<file path="src/rtl/calibration_sequencer.sv">
// Calibration code sequencer: steps out_port through 0..LAST with a programmable
// dwell per code and an optional per-step ack handshake, controlled over Avalon-MM.
module calibration_sequencer #(
    parameter int DWELL_W = 16,
    parameter int OUT_W   = 3
) (
    input  logic             clk,
    input  logic             reset,
    input  logic [1:0]       address,
    input  logic             chipselect,
    input  logic             write_n,
    input  logic [31:0]      writedata,
    output logic [31:0]      readdata,
    output logic [OUT_W-1:0] out_port,
    output logic             step_valid,
    input  logic             step_ack,
    output logic             irq
);

    // state    | meaning
    // IDLE     | no sequence running, out_port parked at 0
    // HOLD     | presenting code, dwell counter running
    // WAIT_ACK | dwell expired, waiting for target to accept code
    typedef enum logic [1:0] {
        S_IDLE     = 2'd0,
        S_HOLD     = 2'd1,
        S_WAIT_ACK = 2'd2
    } state_t;

    state_t             state, state_nxt;
    logic [OUT_W-1:0]   code, code_nxt;
    logic [DWELL_W-1:0] cnt, cnt_nxt;

    logic               ctrl_loop, ctrl_ack_en, ctrl_irq_en;
    logic [DWELL_W-1:0] dwell_reg;
    logic [OUT_W-1:0]   steps_reg;
    logic               done;

    logic               wr, wr_ctrl, wr_dwell, wr_steps, wr_status;
    logic               start, abort, start_go, done_set;
    logic [DWELL_W-1:0] dwell_eff;

    assign wr        = chipselect & ~write_n;
    assign wr_ctrl   = wr & (address == 2'd0);
    assign wr_dwell  = wr & (address == 2'd1);
    assign wr_steps  = wr & (address == 2'd2);
    assign wr_status = wr & (address == 2'd3);
    assign start     = wr_ctrl & writedata[0];
    assign abort     = wr_ctrl & writedata[1];

    // A programmed dwell of zero still holds each code for one cycle
    assign dwell_eff = (dwell_reg == '0) ? DWELL_W'(1) : dwell_reg;

    // Upper write-data bits have no register behind them
    logic unused_wdata;
    assign unused_wdata = &{1'b0, writedata[31:DWELL_W]};

    always_ff @(posedge clk or posedge reset) begin
        if (reset) begin
            state <= S_IDLE;
            code  <= '0;
            cnt   <= '0;
        end else begin
            state <= state_nxt;
            code  <= code_nxt;
            cnt   <= cnt_nxt;
        end
    end

    always_comb begin
        state_nxt = state;
        code_nxt  = code;
        cnt_nxt   = cnt;
        done_set  = 1'b0;
        start_go  = 1'b0;

        if (abort) begin
            state_nxt = S_IDLE;
            code_nxt  = '0;
            cnt_nxt   = '0;
        end else begin
            case (state)
                S_IDLE: begin
                    if (start) begin
                        start_go  = 1'b1;
                        state_nxt = S_HOLD;
                        code_nxt  = '0;
                        cnt_nxt   = dwell_eff;
                    end
                end
                S_HOLD: begin
                    if (cnt <= DWELL_W'(1)) begin
                        if (ctrl_ack_en) begin
                            state_nxt = S_WAIT_ACK;
                        end else if (code < steps_reg) begin
                            state_nxt = S_HOLD;
                            code_nxt  = code + OUT_W'(1);
                            cnt_nxt   = dwell_eff;
                        end else if (ctrl_loop) begin
                            state_nxt = S_HOLD;
                            code_nxt  = '0;
                            cnt_nxt   = dwell_eff;
                        end else begin
                            state_nxt = S_IDLE;
                            code_nxt  = '0;
                            cnt_nxt   = '0;
                            done_set  = 1'b1;
                        end
                    end else begin
                        cnt_nxt = cnt - DWELL_W'(1);
                    end
                end
                S_WAIT_ACK: begin
                    if (step_ack) begin
                        if (code < steps_reg) begin
                            state_nxt = S_HOLD;
                            code_nxt  = code + OUT_W'(1);
                            cnt_nxt   = dwell_eff;
                        end else if (ctrl_loop) begin
                            state_nxt = S_HOLD;
                            code_nxt  = '0;
                            cnt_nxt   = dwell_eff;
                        end else begin
                            state_nxt = S_IDLE;
                            code_nxt  = '0;
                            cnt_nxt   = '0;
                            done_set  = 1'b1;
                        end
                    end
                end
                default: begin
                    state_nxt = S_IDLE;
                    code_nxt  = '0;
                    cnt_nxt   = '0;
                end
            endcase
        end
    end

    // Register file; DONE set by sequence completion outranks a same-cycle clear
    always_ff @(posedge clk or posedge reset) begin
        if (reset) begin
            ctrl_loop   <= 1'b0;
            ctrl_ack_en <= 1'b0;
            ctrl_irq_en <= 1'b0;
            dwell_reg   <= '0;
            steps_reg   <= '0;
            done        <= 1'b0;
        end else begin
            if (wr_ctrl) begin
                ctrl_loop   <= writedata[2];
                ctrl_ack_en <= writedata[3];
                ctrl_irq_en <= writedata[4];
            end
            if (wr_dwell) dwell_reg <= writedata[DWELL_W-1:0];
            if (wr_steps) steps_reg <= writedata[OUT_W-1:0];
            if (done_set)
                done <= 1'b1;
            else if (start_go || wr_status)
                done <= 1'b0;
        end
    end

    always_comb begin
        readdata = '0;
        case (address)
            2'd0: begin
                readdata[2] = ctrl_loop;
                readdata[3] = ctrl_ack_en;
                readdata[4] = ctrl_irq_en;
            end
            2'd1: readdata[DWELL_W-1:0] = dwell_reg;
            2'd2: readdata[OUT_W-1:0]   = steps_reg;
            2'd3: begin
                readdata[0]          = (state != S_IDLE);
                readdata[1]          = done;
                readdata[8 +: OUT_W] = code;
            end
            default: readdata = '0;
        endcase
    end

    assign out_port   = (state == S_IDLE) ? '0 : code;
    assign step_valid = (state == S_WAIT_ACK);
    assign irq        = done & ctrl_irq_en;

endmodule

</file>
<file path="config.mk">
export PLATFORM = sky130hd
export DESIGN_NAME = calibration_sequencer
export DESIGN_NICKNAME = d
export VERILOG_FILES = /design/src/rtl/calibration_sequencer.sv
export SDC_FILE = /design/constraint.sdc
export NUM_CORES = 1
export LEC_CHECK = 0
export CELL_PAD_IN_SITES_DETAIL_PLACEMENT = 1
export CELL_PAD_IN_SITES_GLOBAL_PLACEMENT = 2
export CORE_ASPECT_RATIO = 0.5
export CORE_UTILIZATION = 33
export CTS_BUF_LIST = sky130_fd_sc_hd__clkbuf_4
export CTS_CLUSTER_DIAMETER = 30
export DETAILED_ROUTE_END_ITERATION = 6
export PLACE_DENSITY_LB_ADDON = 0.1
export SYNTH_ARGS = -nofsm -noshare
export SYNTH_HDL_FRONTEND = slang
export SYNTH_SLANG_ARGS = --single-unit
export TNS_END_PERCENT = 1
</file>
<file path="constraint.sdc">
create_clock -name clk -period 5.6 [get_ports clk]
set_input_delay 1.68 -clock clk [delete_from_list [all_inputs] [get_ports clk]]
set_output_delay 1.68 -clock clk [all_outputs]
set_load 0.03 [all_outputs]
</file>
## Yosys cells after proc, flatten, opt, wreduce, memory -nomap -nowiden

Index checks and enable logic that the tools add are counted.
Widths: inputs -> output; s select.

- Logic and storage cells: 84
- Register bits after elaboration: 44
- Output and inout port bits: 37
- Input bits: 39

- Mux-type cells: 43
- Equal/unequal tests: 10
- Reduce and logical (&&, ||, !) cells: 9
- Order comparisons: 2
- Bitwise logic cells: 9
- Add/subtract/negate cells: 2

Operators by type and width:

| cell | count |
|---|---|
| $mux 16 | 8 |
| $pmux 16 s3 | 1 |
| $mux 3 | 8 |
| $le 16x1->1 const B | 1 |
| $logic_not 16->1 | 1 |
| $sub 16x1->16 const B | 1 |
| $mux 1 | 13 |
| $pmux 2 s3 | 2 |
| $mux 2 | 5 |
| $ne 3x3->1 const B | 3 |
| $pmux 3 s3 | 1 |
| $and 1x1->1 | 8 |
| $eq 2x2->1 const B | 3 |
| $pmux 3 s2 | 1 |
| $reduce_and 3->1 | 2 |
| $mux 5 | 1 |
| $eq 2x1->1 const B | 2 |
| $logic_not 2->1 | 2 |
| $ne 4x4->1 const B | 1 |
| $pmux 2 s2 | 1 |
| $reduce_and 4->1 | 1 |
| $reduce_bool 2->1 | 2 |
| $add 3x1->3 const B | 1 |
| $lt 3x3->1 | 1 |
| 5 further kinds | 5 |

## Longest topological paths before layout

- Depth after elaboration: 10
- Depth in mapped cells: 11
- Mapped depth without buffers: 8

## Worst setup path after synthesis

OpenSTA, ideal clock, no wires.

- Path type: input -> output
- Start point: input port address[0]
- End point: output port readdata[2]
- Required time: 3.920 ns
- Path buffers: 2
- Slack: 1.051 ns
- Arrival time: 2.869 ns
- Cell stages on the path: 4
- Cells stage by stage: buf_6 -> clkbuf_1 -> mux2i_1 -> o21ai_0

- Longest elaborated chain between the ends: 2
- Elaborated cells on any way between the ends: 4
- Those cells by class: eq/ne: 2; mux: 1; reduce/logical: 1

Ends and longest elaborated chain:

| element | line | source |
|---|---|---|
| start: declaration | 9 | `input logic [1:0] address,` |
| $eq 2x2->1 (tied with other cells) | 166 | `case (address)` |
| $pmux 1 s3 (*) | 166 |  |
| end: declaration | 13 | `output logic [31:0] readdata,` |

Mark *: on every way between the ends. The rest lies on a longest branch, timed or not.

## Worst setup path in the final report

Ends and elaborated chain as after synthesis.

==> impl_metrics.csv <==
group,metric,value,unit
floorplanning,pin_count,76,
global_routing,grtUsageTotal,18.6,%
timing,grt_setup_unrepaired,"no",
detailed_routing,routedWlPerCell,17.8,um
synthesis,synthMuxAreaShare,8.77,%
pwr,internal_power,811,uW
min_path,hold_end,"ctrl_irq_en$_DFFE_PP0P_",
pwr,comb_power_share,48.9,%
synthesis,synth_edf_count,0,
global_routing,grt_pass1_vias,2384,
worst_setup_path,end_kind,"primary output",
floorplanning,initial_utilization,34.8,%
placed_design,portBuffers,43,
synthesis,syn_inst,287,
pwr,pwr-share-clk,15.1,%
cts,cts_max_level,2,
synthesis,synth_top_family_by_area,"simple AND/OR/NAND/NOR gates",
finish,layout_common_cells,"dfrtp_1, clkdlybuf4s50_1, nand2_1",
worst_setup_path,reg2reg_depth,6,
global_routing,grt_max_degree,45,
worst_setup_path,critPathMaxStageDelay,740,ps
worst_setup_path,crit_type,"primary input to primary output",
detailed_routing,vias_per_cell,5.23,
finish,multi_input_area,1560,um^2
synthesis,synth-xor-area-share,0.307,%
finish,regArea,1100,um^2
flow_run,drv_cap,0,
worst_setup_path,ff2ff_setup_slack,2400,ps
finish,drive_gt1_share,18.4,%
cts,cts.repair.resized,0,
global_routing,grt_remaining_overflow,0,
floorplanning,rows,23,
synthesis,avgSynthCellArea,9.94,um^2
timing,hold_viol,0,
global_routing,grt_pass1_wl,12.7,mm
cts,clk_pin_slew,150,ps
cts,clock_path_buffers,2,
pwr,p_sw_share,44.9,%
worst_setup_path,start_kind,"primary input",
synthesis,synth-seq-cells,44,
finish,final_common_cell,"dfrtp_1",
synthesis,synth_compound_area_share,19.3,%
worst_setup_path,required,3920,ps
synthesis,synthAdderAreaFrac,3.95,%
detailed_routing,ant_nets,0,
detailed_routing,firstDrtPassIters,4,
timing,min_period_over_period,91.3,%
cts,cts_made_buffers,5,
detailed_routing,vias,2315,
finish,finalNetCount,378,
worst_setup_path,cpMaxStageDelayCell,"clkdlybuf4s50_1",
floorplanning,die_h,67.8,um
outcome,status,"finished clean",
worst_setup_path,crit_chain,"clkdlybuf4s50_1 -> mux2i_1 -> o21ai_0 -> clkdlybuf4s50_1",
synthesis,ys_async_sr_fraction,100,%
worst_setup_path,r2r-end,"cnt[4]$_DFFE_PP0P_",
placed_design,gp_congestion,0.823,
timing,slew_headroom,44.4,%
floorplanning,die-width,134,um
timing,final.setup.tns,0,ps
cts,cts_tree,"done",
timing,max_freq,0.196,GHz
pwr,p_leak,1.41,nW
finish,area_growth,18.5,%
pwr,vdd_drop_max,0.124,mV
finish,fillers,955,
worst_setup_path,path_max_fanout,11,
worst_setup_path,path_buf_inv,2,
floorplanning,dieArea,9050,um^2
detailed_routing,drc,0,
synthesis,synth-simple-area-share,20.3,%
synthesis,ys_dominant_reg_cell,"dfrtp_1",
worst_setup_path,cp.arrival,3430,ps
cts,clock_latency,390,ps
worst_setup_path,crit_top_cell,"clkdlybuf4s50_1",
global_routing,antenna_found_initial,0,
synthesis,synth_cell_types,53,
timing,fin_worst_skew,5.49,ps
worst_setup_path,reg2reg_from,"cnt[12]$_DFFE_PP0P_",
finish,antenna-diode-count,0,
cts,clkSinkCount,44,
synthesis,yosysWarnings,0,
cts,postCtsHoldBufs,0,
timing,setup_viol_count_final,0,
floorplanning,core_area,8200,um^2
placed_design,dp_cells,435,
cts,postCtsSetupBuffers,0,
synthesis,syn_area,2850,um^2
placed_design,dp_hpwl,5.84,mm
timing,fin_crit,5110,ps
min_path,min_path_type,"flop to flop",
worst_setup_path,cp_top_family,"buffers and inverters",
pwr,seqPwrFrac,36.0,%
timing,tightest_slew,834,ps
min_path,whs_path_depth,2,
min_path,min-delay-start,"ctrl_irq_en$_DFFE_PP0P_",
finish,stdcell_count,443,
detailed_routing,drt_wl_total,7.90,mm
pwr,p_switching,660,uW
detailed_routing,drt_iter0_drc,112,
cts,clockRootBuffer,"clkbuf_4",
pwr,powerDensity,435,nW/um^2
timing,drv_slew,0,
synthesis,ys_seq_area_share,38.6,%
power groups by stage:
stage	Sequential (mW)	Combinational [mW]	Clock, mW
after detailed placement	0.536	0.718	0
after floorplan	0.490	0.580	0
after global placement	0.531	0.699	0
final	0.530	0.720	0.222
after CTS	0.529	0.723	0.231
after global routing	0.546	0.794	0.241
logic make-up after synthesis:
family / Yosys count
and+or+nand+nor: 100
buffers and inverters: 40
AOI/OAI and AO/OA: 69
DFF: 44
xor gates and xnor gates: 1
muxes: 23
other: 1
adders and majority gates: 9
worst register-to-register path, cell delays in order, from the launching register on:
cell and delay (ps):
dfrtp_1 460, or4_1 590, nor4_1 340, and2_1 490, or2_1 730, o21bai_1 180, a221o_1 320
metrics by stage:
step / utilization [%] / hold slack (ps) / instance area [um^2] / total power [mW] / worst slack [ps]
2_1_floorplan: - / 456 / 2910 / 1.07 / 1050
3_3_place_gp: 40.2 / 483 / 3300 / 1.23 / 491
3_5_place_dp: 40.2 / 508 / 3300 / 1.25 / 519
4_1_cts: 41.2 / 538 / 3380 / 1.48 / 490
5_1_grt: 41.2 / 566 / 3380 / 1.58 / 404
6_report: 41.2 / 533 / 3380 / 1.47 / 487
Yosys cell counts, types with 6 or more instances:
| master | n | area, um^2 |
|---|---|---|
| dfrtp_1 | 44 | 1100 |
| a221o_1 | 14 | 140 |
| a21oi_1 | 9 | 45.0 |
| a21oi_2 | 7 | 61.3 |
| buf_4 | 17 | 128 |
| mux2_2 | 16 | 180 |
| and2_1 | 10 | 62.6 |
| o31ai_1 | 6 | 45.0 |
| nor4_1 | 8 | 50.1 |
| inv_1 | 12 | 45.0 |
| nor2b_1 | 11 | 68.8 |
| clkbuf_1 | 7 | 26.3 |
| nand2_1 | 22 | 82.6 |
| nor2_1 | 12 | 45.0 |
| o21ai_0 | 12 | 60.1 |
| mux2i_1 | 7 | 70.1 |
| ha_1 | 9 | 113 |
area by class of cell:
class | count | area share (%)
inverter | 12 | 1.33
sequential | 44 | 32.6
clock inverter | 3 | 1.37
tap | 112 | 4.14
clock buffer | 5 | 1.11
multi-input combinational | 218 | 46.2
timing repair buffer | 49 | 13.3
routing by layer:
layer | wire [um] | GRT usage [%]
met4 | 106 | 6.39
met2 | 3550 | 29.5
met3 | 312 | 4.35
met5 | 0 | 0
met1 | 3940 | 25.1
worst max-delay path by stage:
| stage | startpoint | end | slack [ps] | depth (start not counted) |
|---|---|---|---|---|
| after global routing | address[0] | readdata[2] | 400 | 4 |
| after global placement | address[0] | readdata[2] | 490 | 4 |
| after detailed placement | address[0] | readdata[2] | 520 | 4 |
| after floorplan | address[0] | readdata[2] | 1050 | 4 |
| final | address[0] | readdata[2] | 490 | 4 |
| after CTS | address[0] | readdata[2] | 490 | 4 |
Power figures use the tool's default switching activity.
